**config.mk**
```make
export PLATFORM = sky130hd
export DESIGN_NAME = mem_access_stage
export DESIGN_NICKNAME = d
export VERILOG_FILES = /design/src/rtl/mem_access_stage.sv
export SDC_FILE = /design/constraint.sdc
export NUM_CORES = 1
export LEC_CHECK = 0
export CAP_MARGIN = 20
export CORE_AREA = 2 2 123 125
export CTS_BUF_LIST = sky130_fd_sc_hd__clkbuf_8
export DETAILED_ROUTE_END_ITERATION = 6
export DIE_AREA = 0 0 125 127
export GPL_TIMING_DRIVEN = 1
export PLACE_DENSITY = 0.88
export SYNTH_ARGS = -nofsm -noshare
export SYNTH_HDL_FRONTEND = slang
export SYNTH_SLANG_ARGS = --single-unit
```
**constraint.sdc**
```tcl
create_clock -name Clk -period 4.74 [get_ports Clk]
set_input_delay 0.948 -clock Clk [delete_from_list [all_inputs] [get_ports Clk]]
set_output_delay 0.948 -clock Clk [all_outputs]
set_load 0.02 [all_outputs]
```
**src/rtl/mem_access_stage.sv**
```systemverilog
// rtl/mem_access_stage.sv - MEM pipeline stage: data-memory access over req/ack, branch resolve, MEM/WB register
module mem_access_stage #(
    parameter int TIMEOUT = 16,
    parameter int CNT_W   = 5
) (
    input  logic        Clk,
    input  logic        Rst_n,
    input  logic [1:0]  WB_IN,
    input  logic [2:0]  MEM_IN,
    input  logic [31:0] BranchPC_IN,
    input  logic [31:0] AluResult_IN,
    input  logic [31:0] RD2_IN,
    input  logic        Zero_IN,
    input  logic [4:0]  WR_IN,
    output logic        Mem_Req,
    output logic        Mem_We,
    output logic [31:0] Mem_Addr,
    output logic [31:0] Mem_WData,
    input  logic [31:0] Mem_RData,
    input  logic        Mem_Ack,
    output logic        Stall,
    output logic        PCSrc,
    output logic [31:0] BranchPC_OUT,
    output logic [1:0]  WB_OUT,
    output logic [31:0] ReadData_OUT,
    output logic [31:0] AluResult_OUT,
    output logic [4:0]  WR_OUT,
    output logic        Misalign,
    output logic        Bus_Err
);

    typedef enum logic {IDLE, ACCESS} state_t;

    state_t            state, state_nxt;
    logic [CNT_W-1:0]  cnt;
    logic              memop, aligned, issue, timeout;

    assign memop   = MEM_IN[1] | MEM_IN[0];
    assign aligned = (AluResult_IN[1:0] == 2'b00);
    assign issue   = (state == IDLE) && memop && aligned;
    assign timeout = (state == ACCESS) && !Mem_Ack && (cnt == CNT_W'(TIMEOUT - 1));

    // Gated by reset so the earlier stages are released while the stage is held in reset.
    assign Stall        = Rst_n && (issue || ((state == ACCESS) && !Mem_Ack));
    assign PCSrc        = MEM_IN[2] && Zero_IN && (state == IDLE);
    assign BranchPC_OUT = BranchPC_IN;

    always_comb begin
        state_nxt = state;
        case (state)
            IDLE:    if (issue) state_nxt = ACCESS;
            ACCESS:  if (Mem_Ack || timeout) state_nxt = IDLE;
            default: state_nxt = IDLE;
        endcase
    end

    always_ff @(posedge Clk or negedge Rst_n) begin
        if (!Rst_n) begin
            state <= IDLE;
            cnt   <= '0;
        end else begin
            state <= state_nxt;
            if (issue)
                cnt <= '0;
            else if ((state == ACCESS) && !Mem_Ack && !timeout)
                cnt <= cnt + 1'b1;
        end
    end

    always_ff @(posedge Clk or negedge Rst_n) begin
        if (!Rst_n) begin
            Mem_Req       <= 1'b0;
            Mem_We        <= 1'b0;
            Mem_Addr      <= '0;
            Mem_WData     <= '0;
            WB_OUT        <= '0;
            ReadData_OUT  <= '0;
            AluResult_OUT <= '0;
            WR_OUT        <= '0;
            Misalign      <= 1'b0;
            Bus_Err       <= 1'b0;
        end else if (state == IDLE) begin
            if (issue) begin
                Mem_Req   <= 1'b1;
                Mem_We    <= MEM_IN[0];
                Mem_Addr  <= AluResult_IN;
                Mem_WData <= RD2_IN;
                WB_OUT    <= '0;
            end else if (memop) begin
                Misalign <= 1'b1;
                WB_OUT   <= '0;
            end else begin
                WB_OUT        <= WB_IN;
                AluResult_OUT <= AluResult_IN;
                WR_OUT        <= WR_IN;
                ReadData_OUT  <= '0;
            end
        end else if (Mem_Ack) begin
            // Inputs are held by Stall during the access, so they still describe this instruction.
            Mem_Req       <= 1'b0;
            WB_OUT        <= WB_IN;
            AluResult_OUT <= AluResult_IN;
            WR_OUT        <= WR_IN;
            ReadData_OUT  <= Mem_We ? 32'd0 : Mem_RData;
        end else if (timeout) begin
            Mem_Req <= 1'b0;
            Bus_Err <= 1'b1;
            WB_OUT  <= '0;
        end else begin
            WB_OUT <= '0;
        end
    end

endmodule

```
# After elaboration in Yosys (flattened, before gate mapping)

Cells that the tools add are included.

Word-level logic and storage cells: 68
Input port bits: 142
Output and inout port bits: 173
Bits in registers: 145

Bitwise logic cells: 4
Reduce and logical (&&, ||, !) cells: 20
Multiplexer cells: 26
Equality and inequality tests: 5
$add $sub $neg: 1

Operators by type and width:

| operator              | number |
|---|---|
| $mux W32              | 9 |
| $mux W5               | 6 |
| $reduce_and A3 Y1     | 3 |
| $logic_and A1 B1 Y1   | 8 |
| $mux W2               | 4 |
| $mux W1               | 6 |
| $ne A2 B2 Y1 const B  | 3 |
| $add A5 B1 Y5 const B | 1 |
| $eq A5 B4 Y1 const B  | 1 |
| $reduce_and A2 Y1     | 2 |
| $reduce_bool A2 Y1    | 2 |
| $ne A3 B2 Y1 const B  | 1 |
| $not A1 Y1            | 3 |
| $logic_not A1 Y1      | 2 |
| $logic_not A2 Y1      | 1 |
| $logic_or A1 B1 Y1    | 2 |
| $pmux W1 S2           | 1 |
| $or A1 B1 Y1          | 1 |

# Logic depth before layout (Yosys ltp)

Word-level depth: 7
Gate-level depth with buffers: 6
Mapped depth without buffers: 6

# Worst setup path after synthesis

Ideal clock, no wire load.

Path type: input port to output port
From: input port AluResult_IN[1]
To: output port Stall
Data arrival time: 2046 ps
Path slack: 1746 ps
Required time: 3792 ps
Path buffers: 1
Cell stages on the path: 3
Cells stage by stage: nor4_4 buf_2 o21a_1

Cells in the longest elaborated chain, start to end: 4

Ends and longest elaborated chain:

| what                | RTL line | RTL |
|---|---|---|
| start: declaration  | 11       | `input logic [31:0] AluResult_IN,` |
| $logic_not A2 Y1    | 39       | `assign aligned = (AluResult_IN[1:0] == 2'b00);` |
| $logic_and A1 B1 Y1 | 40       | `assign issue = (state == IDLE) && memop && aligned;` |
| $logic_or A1 B1 Y1  | 44       | `assign Stall = Rst_n && (issue \|\| ((state == ACCESS) && !Mem_Ack));` |
| $logic_and A1 B1 Y1 | 44       |  |
| end: declaration    | 21       | `output logic Stall,` |

No other way between the ends.

# Final worst setup path

Same ends and word-level chain as after synthesis.

==> results.sh <==
export IMPL_dieArea_sq_mm=0.0159
export IMPL_wirelength_microns=14800
export IMPL_synth_warnings=0
export IMPL_finalCritPeriodShare=0.741
export IMPL_yosysSeqAreaShare=0.609
export IMPL_clk_path_buf_depth=2
export IMPL_power_frac_seq=0.416
export IMPL_wl_per_cell_microns=18.1
export IMPL_clock_sinks=145
export IMPL_cp_cell_sequence="clkdlybuf4s50_1 > nor4_4 > o21a_1 > clkdlybuf4s50_1"
export IMPL_drive_gt1_frac=0.214
export IMPL_internal_power_uw=2770
export IMPL_die_x_microns=125
export IMPL_slew_headroom=0.362
export IMPL_cpLargestDelayFamily="buffers and inverters"
export IMPL_insertion_delay_ns=0.43
export IMPL_power_uw=3970
export IMPL_syn_cell_area_sq_mm=0.00596
export IMPL_skew_ns=0.00709
export IMPL_synthMuxAreaShare=0.191
export IMPL_path_common_cell="clkdlybuf4s50_1"
export IMPL_synth_top_family_by_area="multiplexers"
export IMPL_cp_end_kind="primary output"
export IMPL_rsz0062_at_grt="false"
export IMPL_numCtsBuffers=17
export IMPL_multiInputGateArea_sq_mm=0.00194
export IMPL_power_switching_uw=1200
export IMPL_hold_viol=0
export IMPL_hp_class="input port to async pin"
export IMPL_grt_max_degree=73
export IMPL_synthAdderAreaFrac=0.00420
export IMPL_criticalPathCategory="input port to primary output"
export IMPL_synth_area_leaders="dfrtp_1, mux2_2, and4b_1"
export IMPL_arrival_ns=2.57
export IMPL_grt_use_total=0.189
export IMPL_via_count=4081
export IMPL_pre_cts_ws_ns=1.21
export IMPL_synth_xor_area_frac=0.00294
export IMPL_dr_pass1_iters=4
export IMPL_fp_dieH_microns=127
export IMPL_post_cts_repair_setup_buffers=0
export IMPL_crit_buf_inv=2
export IMPL_fin_nets=767
export IMPL_critPathSlowestCell="clkdlybuf4s50_1"
export IMPL_drc_errors=0
export IMPL_maxCapViolations=0
export IMPL_synth_top_cells_by_count="dfrtp_1, mux2_2, a21o_1, and4b_1, buf_4"
export IMPL_hpwl_microns=10800
export IMPL_synth_flop_cell="dfrtp_1"
export IMPL_worst_slew_pin_transition_ns=0.957
export IMPL_io_buffers=250
export IMPL_cts_hold_buf=0
export IMPL_grt_pass1_wl_microns=23600
export IMPL_layout_min_cycle_time_ns=3.51
export IMPL_cts_repair_resized=0
export IMPL_synth_top_area_share=0.609
export IMPL_coreArea_sq_mm=0.0144
export IMPL_antenna_cells=0
export IMPL_max_vdd_ir_drop_v=0.000266
export IMPL_antenna_found_initial=0
export IMPL_ys_ff_latch=145
export IMPL_syn_nets=548
export IMPL_max_stage_delay_ns=0.63
export IMPL_p_per_area_mw_per_mm2=452
export IMPL_setup_violations=0
export IMPL_fin_util=0.609
export IMPL_clkTransAtPathRegs_ns=0.07
export IMPL_overflow=0
export IMPL_final_max_slew_viol_count=0
export IMPL_synth_most_common_cell="dfrtp_1"
export IMPL_io_pins=315
export IMPL_setup_tns_final_ns=0
export IMPL_drtIter0Drc=142
export IMPL_yosys_area_top_type="dfrtp_1"
export IMPL_fin_ws_ns=1.23
export IMPL_p_leak_uw=0.00402
export IMPL_cts_tree="done"
export IMPL_switching_share=0.303
export IMPL_gp_congestion=0.756
export IMPL_htreeDepth=4
export IMPL_syn_inst=404
export IMPL_p_clk_frac=0.251
export IMPL_status="completed"
export IMPL_critPathRequiredTime_ns=3.79
export IMPL_syn2layout_area_growth_pct=47.3
export IMPL_cts_root_buffer="clkbuf_8"
export IMPL_synth_edf_count=0
export IMPL_synthSimpleGateAreaFrac=0.0762
export IMPL_num_fill_cells=1115
export IMPL_synth_compound_area_frac=0.0510
export IMPL_cp_max_fo=3
export IMPL_power_frac_comb=0.333
export IMPL_postSynthAreaPerCell_sq_um=14.8
export IMPL_num_rows=44
export IMPL_clock_fmax_ghz=0.285
export IMPL_vias_per_cell=4.98
export IMPL_placed_area_sq_mm=0.00837
export IMPL_final_area_sq_mm=0.00878
export IMPL_start_kind="input port"
export IMPL_ant_nets=0
export IMPL_yosysUniqueCellTypes=29
export IMPL_async_reset_ff_frac=1.00
export IMPL_seqCellArea_sq_mm=0.00363
export IMPL_initial_utilization=0.413
export IMPL_grt_pass1_vias=4559
state kept, by name, indices dropped and copies added (netlist names):
register	count
cnt	5
state	1
WR_OUT	5
Mem_We	1
Mem_WData	32
WB_OUT	2
Bus_Err	1
AluResult_OUT	32
Mem_Req	1
ReadData_OUT	32
Mem_Addr	32
Misalign	1
final cells by class:
class                      instances  area share
clock inverter                    11      0.0158
tap                              184      0.0262
clock buffer                      20      0.0313
timing repair buffer             257       0.291
multi-input combinational        199       0.221
sequential                       145       0.413
inverter                           3     0.00128
kinds of logic after synthesis:
kind of cell / Yosys count
adder cells (fa/ha/maj): 2
AO/OA/AOI/OAI: 41
XOR/XNOR: 2
multiplexers: 101
AND/OR/NAND/NOR: 53
flip-flops: 145
buffers and inverters: 60
routing by layer:
metal  track usage  vias to the layer above  routed length, microns
met2         0.331                      186                    7590
met4         0.107                        0                     601
met3        0.0670                       54                    1220
met1         0.198                     1999                    5420
li1              -                     1842                       -
met5             0                        -                       0
worst reg2reg max path: stages (launching register included):
cell     delay (ns)
dfrtp_1        0.42
nor4_4         0.30
buf_4          0.72
mux2_2         0.54
power by group through the flow:
stage | Clock (uW) | Combinational [uW] | Sequential, uW
final | 997 | 1320 | 1650
after global routing | 1080 | 1390 | 1690
after CTS | 1030 | 1340 | 1650
after detailed placement | 0 | 1340 | 1670
after global placement | 0 | 1310 | 1650
after floorplan | 0 | 366 | 1950
stage by stage:
stage	instances	hold WS, ns
global route	819	0.374
detailed placement	788	0.464
finish	819	0.393
CTS	819	0.368
floorplan	404	0.504
global placement	788	0.460
path summary, 6_finish.rpt:
check / depth (start not counted) / slack, ns / endpoint / from
hold / removal: 1 / 0.39 / cnt[3] / Rst_n
hold reg to reg: 1 / 0.48 / ReadData_OUT[24] / ReadData_OUT[24]
min in group Clk: 1 / 0.48 / ReadData_OUT[24] / ReadData_OUT[24]
setup / recovery: 4 / 1.23 / Stall / AluResult_IN[1]
setup reg to reg: 3 / 2.64 / Mem_Addr[2] / state
max in group asynchronous: 2 / 3.32 / AluResult_OUT[5] / Rst_n
placed cells by master (no fill, tap or decap), types with 2 or more instances in the layout:
master / netlist / routed
a21o_1: 34 / 34
and3_1: 2 / 2
and4b_1: 32 / 32
buf_4: 32 / 7
bufinv_16: 0 / 3
clkbuf_8: 0 / 20
clkdlybuf4s50_1: 0 / 249
clkinv_2: 0 / 2
clkinvlp_4: 0 / 3
dfrtp_1: 145 / 145
ha_1: 2 / 2
inv_1: 3 / 5
mux2_1: 5 / 5
mux2_2: 95 / 95
nor2_1: 7 / 7
nor2b_1: 5 / 5
o21a_1: 2 / 2
xnor2_1: 2 / 2
(Power assumes the default switching activity.)
==> patch 1 (same flow settings) <==
`CNT_W`: 5 -> 4.
--- a/src/rtl/mem_access_stage.sv
+++ b/src/rtl/mem_access_stage.sv
@@ -1,7 +1,7 @@
 // rtl/mem_access_stage.sv - MEM pipeline stage: data-memory access over req/ack, branch resolve, MEM/WB register
 module mem_access_stage #(
     parameter int TIMEOUT = 16,
-    parameter int CNT_W   = 5
+    parameter int CNT_W   = 4
 ) (
     input  logic        Clk,
     input  logic        Rst_n,
Formal check against the unedited RTL: no difference found for any inputs over 4 cycles, from zero or initial values and one cycle with Rst_n low; that may be too few to reach the edited logic, so the function may still have changed.
==> patch 1 against the unedited design <==
Sequential share of layout area increased by 0.25 points; first-iteration DRC count increased by 39%; design area decreased by 1.3%; area after synthesis decreased by 0.63%; power decreased by 3.8%; die area unchanged; worst setup slack improved by 0.033 ns; count of clock-buffer cells in the layout unchanged; clock power decreased by 13%; routed wire length increased by 1.1%; sequential cell count decreased by 1; non-clock buffer count unchanged; global-route usage about the same; largest power group unchanged.
==> patch 1: results (changes against the unedited design) <==
Parameter                              Value

Clock tree
  Clock tree sinks    144 (was 145)

GRT
  Via count of the first global-routing pass    4648 (was 4559)
  Met1 capacity usage during global routing    0.2036 (was 0.1984)
  Global routing met2 resource utilization    0.3306 (was 0.3309)
  Global routing usage on met3    0.06533 (was 0.06700)
  Largest net degree at the start of global routing    74 (was 73)

Timing
  Hold Slack    0.4680 ns (was 0.3929 ns)
  Worst clock skew    0.01026 ns (was 0.007087 ns)

Synthesis
  Top cells by area in the synthesized netlist    sky130_fd_sc_hd__dfrtp_1 61%, sky130_fd_sc_hd__mux2_2 19%, sky130_fd_sc_hd__and4b_1 5.4% (was sky130_fd_sc_hd__dfrtp_1 61%, sky130_fd_sc_hd__mux2_2 18%, sky130_fd_sc_hd__and4b_1 5.4%)
  Most used standard cells in the synthesized netlist    144 x sky130_fd_sc_hd__dfrtp_1, 100 x sky130_fd_sc_hd__mux2_2, 33 x sky130_fd_sc_hd__a21o_1, 33 x sky130_fd_sc_hd__buf_4, 32 x sky130_fd_sc_hd__and4b_1 (was 145 x sky130_fd_sc_hd__dfrtp_1, 95 x sky130_fd_sc_hd__mux2_2, 34 x sky130_fd_sc_hd__a21o_1, 32 x sky130_fd_sc_hd__and4b_1, 32 x sky130_fd_sc_hd__buf_4)
  Synth Area in Adders    0.002112 (was 0.004197)

Routing
  Total number of vias    4061 (was 4081)
  Met2 WL post-DR    7.737 mm (was 7.590 mm)
  Met3 WL    1.095 mm (was 1.219 mm)
  DRT met1 WL    5.641 mm (was 5.421 mm)
  Final routed wirelength across all metal layers    15.00 mm (was 14.83 mm)

Setup path
  CP peak stage delay    0.61 ns (was 0.63 ns)
  Reg2Reg Depth    5 (was 3)
  Data arrival at the endpoint of the critical path    2.53 ns (was 2.57 ns)

Outcome
  Run status    completed (unchanged)

Final layout
  Register area    3603 um2 (was 3628 um2)
  Total Nets Final    762 (was 767)
  Share of the final layout cell area in multi-input gates    0.2232 (was 0.2213)
  Count of inverters other than clock inverters in the layout    0 (was 3)
  Final-layout fill cell count    1126 (was 1115)

Worst hold path
  Hold Crit Class    register to register (was primary input to async pin)

Pwr
  Reported leakage power    3.967 nW (was 4.022 nW)
[patch 1: cell families after synthesis]
family,count (synthesis)
mux,102
simple gates,52
buf+inv,57
flops,144
compound gates,44
fa+ha+maj,1
[patch 1: report_power, final]
group | internal, W | switching, W | leakage (nW)
clock network | 0.000439 | 0.000431 | 0.186
registers | 0.00148 | 0.000155 | 1.77
logic | 0.000710 | 0.000601 | 2.02
[patch 1: critical path, delay by kind of cell]
kind                   cells  cell delay [ns]
AOI/OAI and AO/OA          2             0.29
buffers and inverters      2             1.14
and+or+nand+nor            1             0.15
[patch 1: worst max-delay path by stage]
stage,startpoint,endpoint,slack (ns)
2_1_floorplan,MEM_IN[0],Stall,1.99
5_1_grt,MEM_IN[0],Stall,1.19
6_report,MEM_IN[0],Stall,1.26
3_5_place_dp,MEM_IN[0],Stall,1.26
4_1_cts,MEM_IN[0],Stall,1.25
3_3_place_gp,MEM_IN[0],Stall,1.28
==> patch 2 (same flow settings) <==
Made on the original files. Reset style: synchronous (`Rst_n`), changed in 2 clocked blocks.
--- a/src/rtl/mem_access_stage.sv
+++ b/src/rtl/mem_access_stage.sv
@@ -54,7 +54,7 @@
         endcase
     end
 
-    always_ff @(posedge Clk or negedge Rst_n) begin
+    always_ff @(posedge Clk) begin
         if (!Rst_n) begin
             state <= IDLE;
             cnt   <= '0;
@@ -67,7 +67,7 @@
         end
     end
 
-    always_ff @(posedge Clk or negedge Rst_n) begin
+    always_ff @(posedge Clk) begin
         if (!Rst_n) begin
             Mem_Req       <= 1'b0;
             Mem_We        <= 1'b0;
Function: differs if Rst_n is asserted again (counterexample within 4 cycles, from zero or initial values and one cycle with Rst_n low); with Rst_n held inactive, the same outputs for 4 cycles.
==> patch 2 against the unedited design <==
Highest routed layer unchanged; first-iteration DRC count rose to 2.9 times the old value; sequential cell count unchanged; routed wire length up 29%; area after synthesis up 3.2%; design area up 1.7%; worst setup slack worse by 0.18 ns; global-route usage up 4.7 points; final cell count up 30%.
Power is not compared: it rests on default switching activity, and its combinational part moved more than twofold at a synthesized area within 25%.
==> patch 2: results (changes against the unedited design) <==
Parameter                              Value

Outcome
  Run status    completed (unchanged)

Routing
  Detailed-router iteration count before antenna repair    5 (was 4)
  Number of violations reported at the end of detailed-routing iteration 0    416 (was 142)
  Routed WL per cell    17.95 um (was 18.11 um)
  Vias per std cell    5.514 (was 4.983)
  Total number of vias    5878 (was 4081)

GRT
  Wire length of the first global-routing pass    30.26 mm (was 23.56 mm)
  Largest net degree at the start of global routing    78 (was 73)
  Total track usage    0.2363 (was 0.1889)
  Via count of the first global-routing pass    5772 (was 4559)

Placed design
  Weighted congestion reported at the end of routability-driven placement    0.7846 (was 0.7555)
  Total half-perimeter wirelength after legalization and detailed placement    12.24 mm (was 10.75 mm)
  Post-DP Area    8452 um2 (was 8371 um2)
  Cell Count Post-Placement    1033 (was 788)

Final layout
  Final-layout fill cell count    1251 (was 1115)
  Total inserted antenna cells    0 (unchanged)
  Share of post-route cells with drive strength above 1    0.06009 (was 0.2142)
  Synthesis-to-finish area growth    45.13% (was 47.35%)

Timing
  Worst clock skew    0.01083 ns (was 0.007087 ns)
  Slew headroom    0.3985 (was 0.3621)

Setup path
  Data arrival at the endpoint of the critical path    2.75 ns (was 2.57 ns)
  CP peak stage delay    0.64 ns
  Crit-path slowest cell    sky130_fd_sc_hd__clkdlybuf4s50_1 (unchanged)
  Critical path peak fanout    5 (was 3)

Pwr
  Power consumed by sequential cells    0.00129 W
  Combinational group power    0.000440 W

Synthesis
  Fraction of synthesis flops using an asynchronous set or reset pin    0 (was 1.000)
  Yosys warning total    0 (unchanged)
  Synth Flop Type    sky130_fd_sc_hd__dfxtp_1 (was sky130_fd_sc_hd__dfrtp_1)
  Number of distinct library cells after synthesis    31 (was 29)
  Per-instance average area after synthesis    8.830 um2 (was 14.76 um2)
  Part of the Yosys area used for sequential elements    0.4716 (was 0.6086)
  Syn_nets    841 (was 548)
  Most used standard cells in the synthesized netlist    145 x sky130_fd_sc_hd__dfxtp_1, 133 x sky130_fd_sc_hd__nand3_1, 124 x sky130_fd_sc_hd__a21boi_0, 103 x sky130_fd_sc_hd__o21ai_0, 52 x sky130_fd_sc_hd__clkbuf_1 (was 145 x sky130_fd_sc_hd__dfrtp_1, 95 x sky130_fd_sc_hd__mux2_2, 34 x sky130_fd_sc_hd__a21o_1, 32 x sky130_fd_sc_hd__and4b_1, 32 x sky130_fd_sc_hd__buf_4)
  Top cells by area in the synthesized netlist    sky130_fd_sc_hd__dfxtp_1 47%, sky130_fd_sc_hd__a21boi_0 15%, sky130_fd_sc_hd__nand3_1 11% (was sky130_fd_sc_hd__dfrtp_1 61%, sky130_fd_sc_hd__mux2_2 18%, sky130_fd_sc_hd__and4b_1 5.4%)

Clock tree
  Clock-pin slew on the worst setup and hold paths    0.08 ns
  Clock root cell    sky130_fd_sc_hd__clkbuf_8 (unchanged)
  # H-tree levels    4 (unchanged)
  Post CTS Setup Buffer Count    0 (unchanged)
  Largest buffer count on any clock path    2 (unchanged)

Worst hold path
  Hold Crit Class    register to register (was primary input to async pin)
patch 2: cell count changes in the layout (fill, tap and decap cells not counted), sizes merged, moves of 34 or more:
cell / unedited run / this run
a21boi: 0 / 135
mux2: 100 / 0
dfxtp: 0 / 145
o21ai: 1 / 103
a21o: 34 / 0
nand3: 1 / 133
dfrtp: 145 / 0
patch 2: cell type report:
class,instances,area share
clock buffer,18,0.02774
tap,184,0.02577
timing repair buffer,261,0.2919
sequential,145,0.3250
multi-input combinational,442,0.3049
clock inverter,14,0.02381
inverter,2,0.0008405
patch 2: final timing paths:
path                                 start                            end  slack, ns  cells after the start
max                              MEM_IN[0]                          Stall       1.04                      5
min reg2reg  ReadData_OUT[19]$_SDFFE_PN0P_  ReadData_OUT[19]$_SDFFE_PN0P_       0.46                      2
min          ReadData_OUT[19]$_SDFFE_PN0P_  ReadData_OUT[19]$_SDFFE_PN0P_       0.46                      2
max reg2reg               state$_SDFF_PN0_  AluResult_OUT[5]$_SDFFE_PN0P_       2.38                      4
patch 2: cell families after synthesis:
family          after synthesis  share of synthesized area
compound gates              276                     0.2950
simple gates                161                     0.1344
flops                       145                     0.4716
buf+inv                     110                    0.09047
xor+xnor                      2                   0.002847
fa+ha+maj                     2                   0.004065
mux                           1                   0.001626
patch 2: layer usage:
metal | part of all wire | track usage | vias to the layer above
met5 | 0 | 0 | -
met4 | 0.017 | 0.07451 | 0
met3 | 0.094 | 0.09045 | 33
met2 | 0.47 | 0.3987 | 250
met1 | 0.41 | 0.2797 | 2787
li1 | - | - | 2808
patch 2: worst max-delay path: cells and delay by family:
family | cells | cell delay [ns]
AOI/OAI and AO/OA | 2 | 0.41
and+or+nand+nor | 1 | 0.11
buffers and inverters | 2 | 1.28
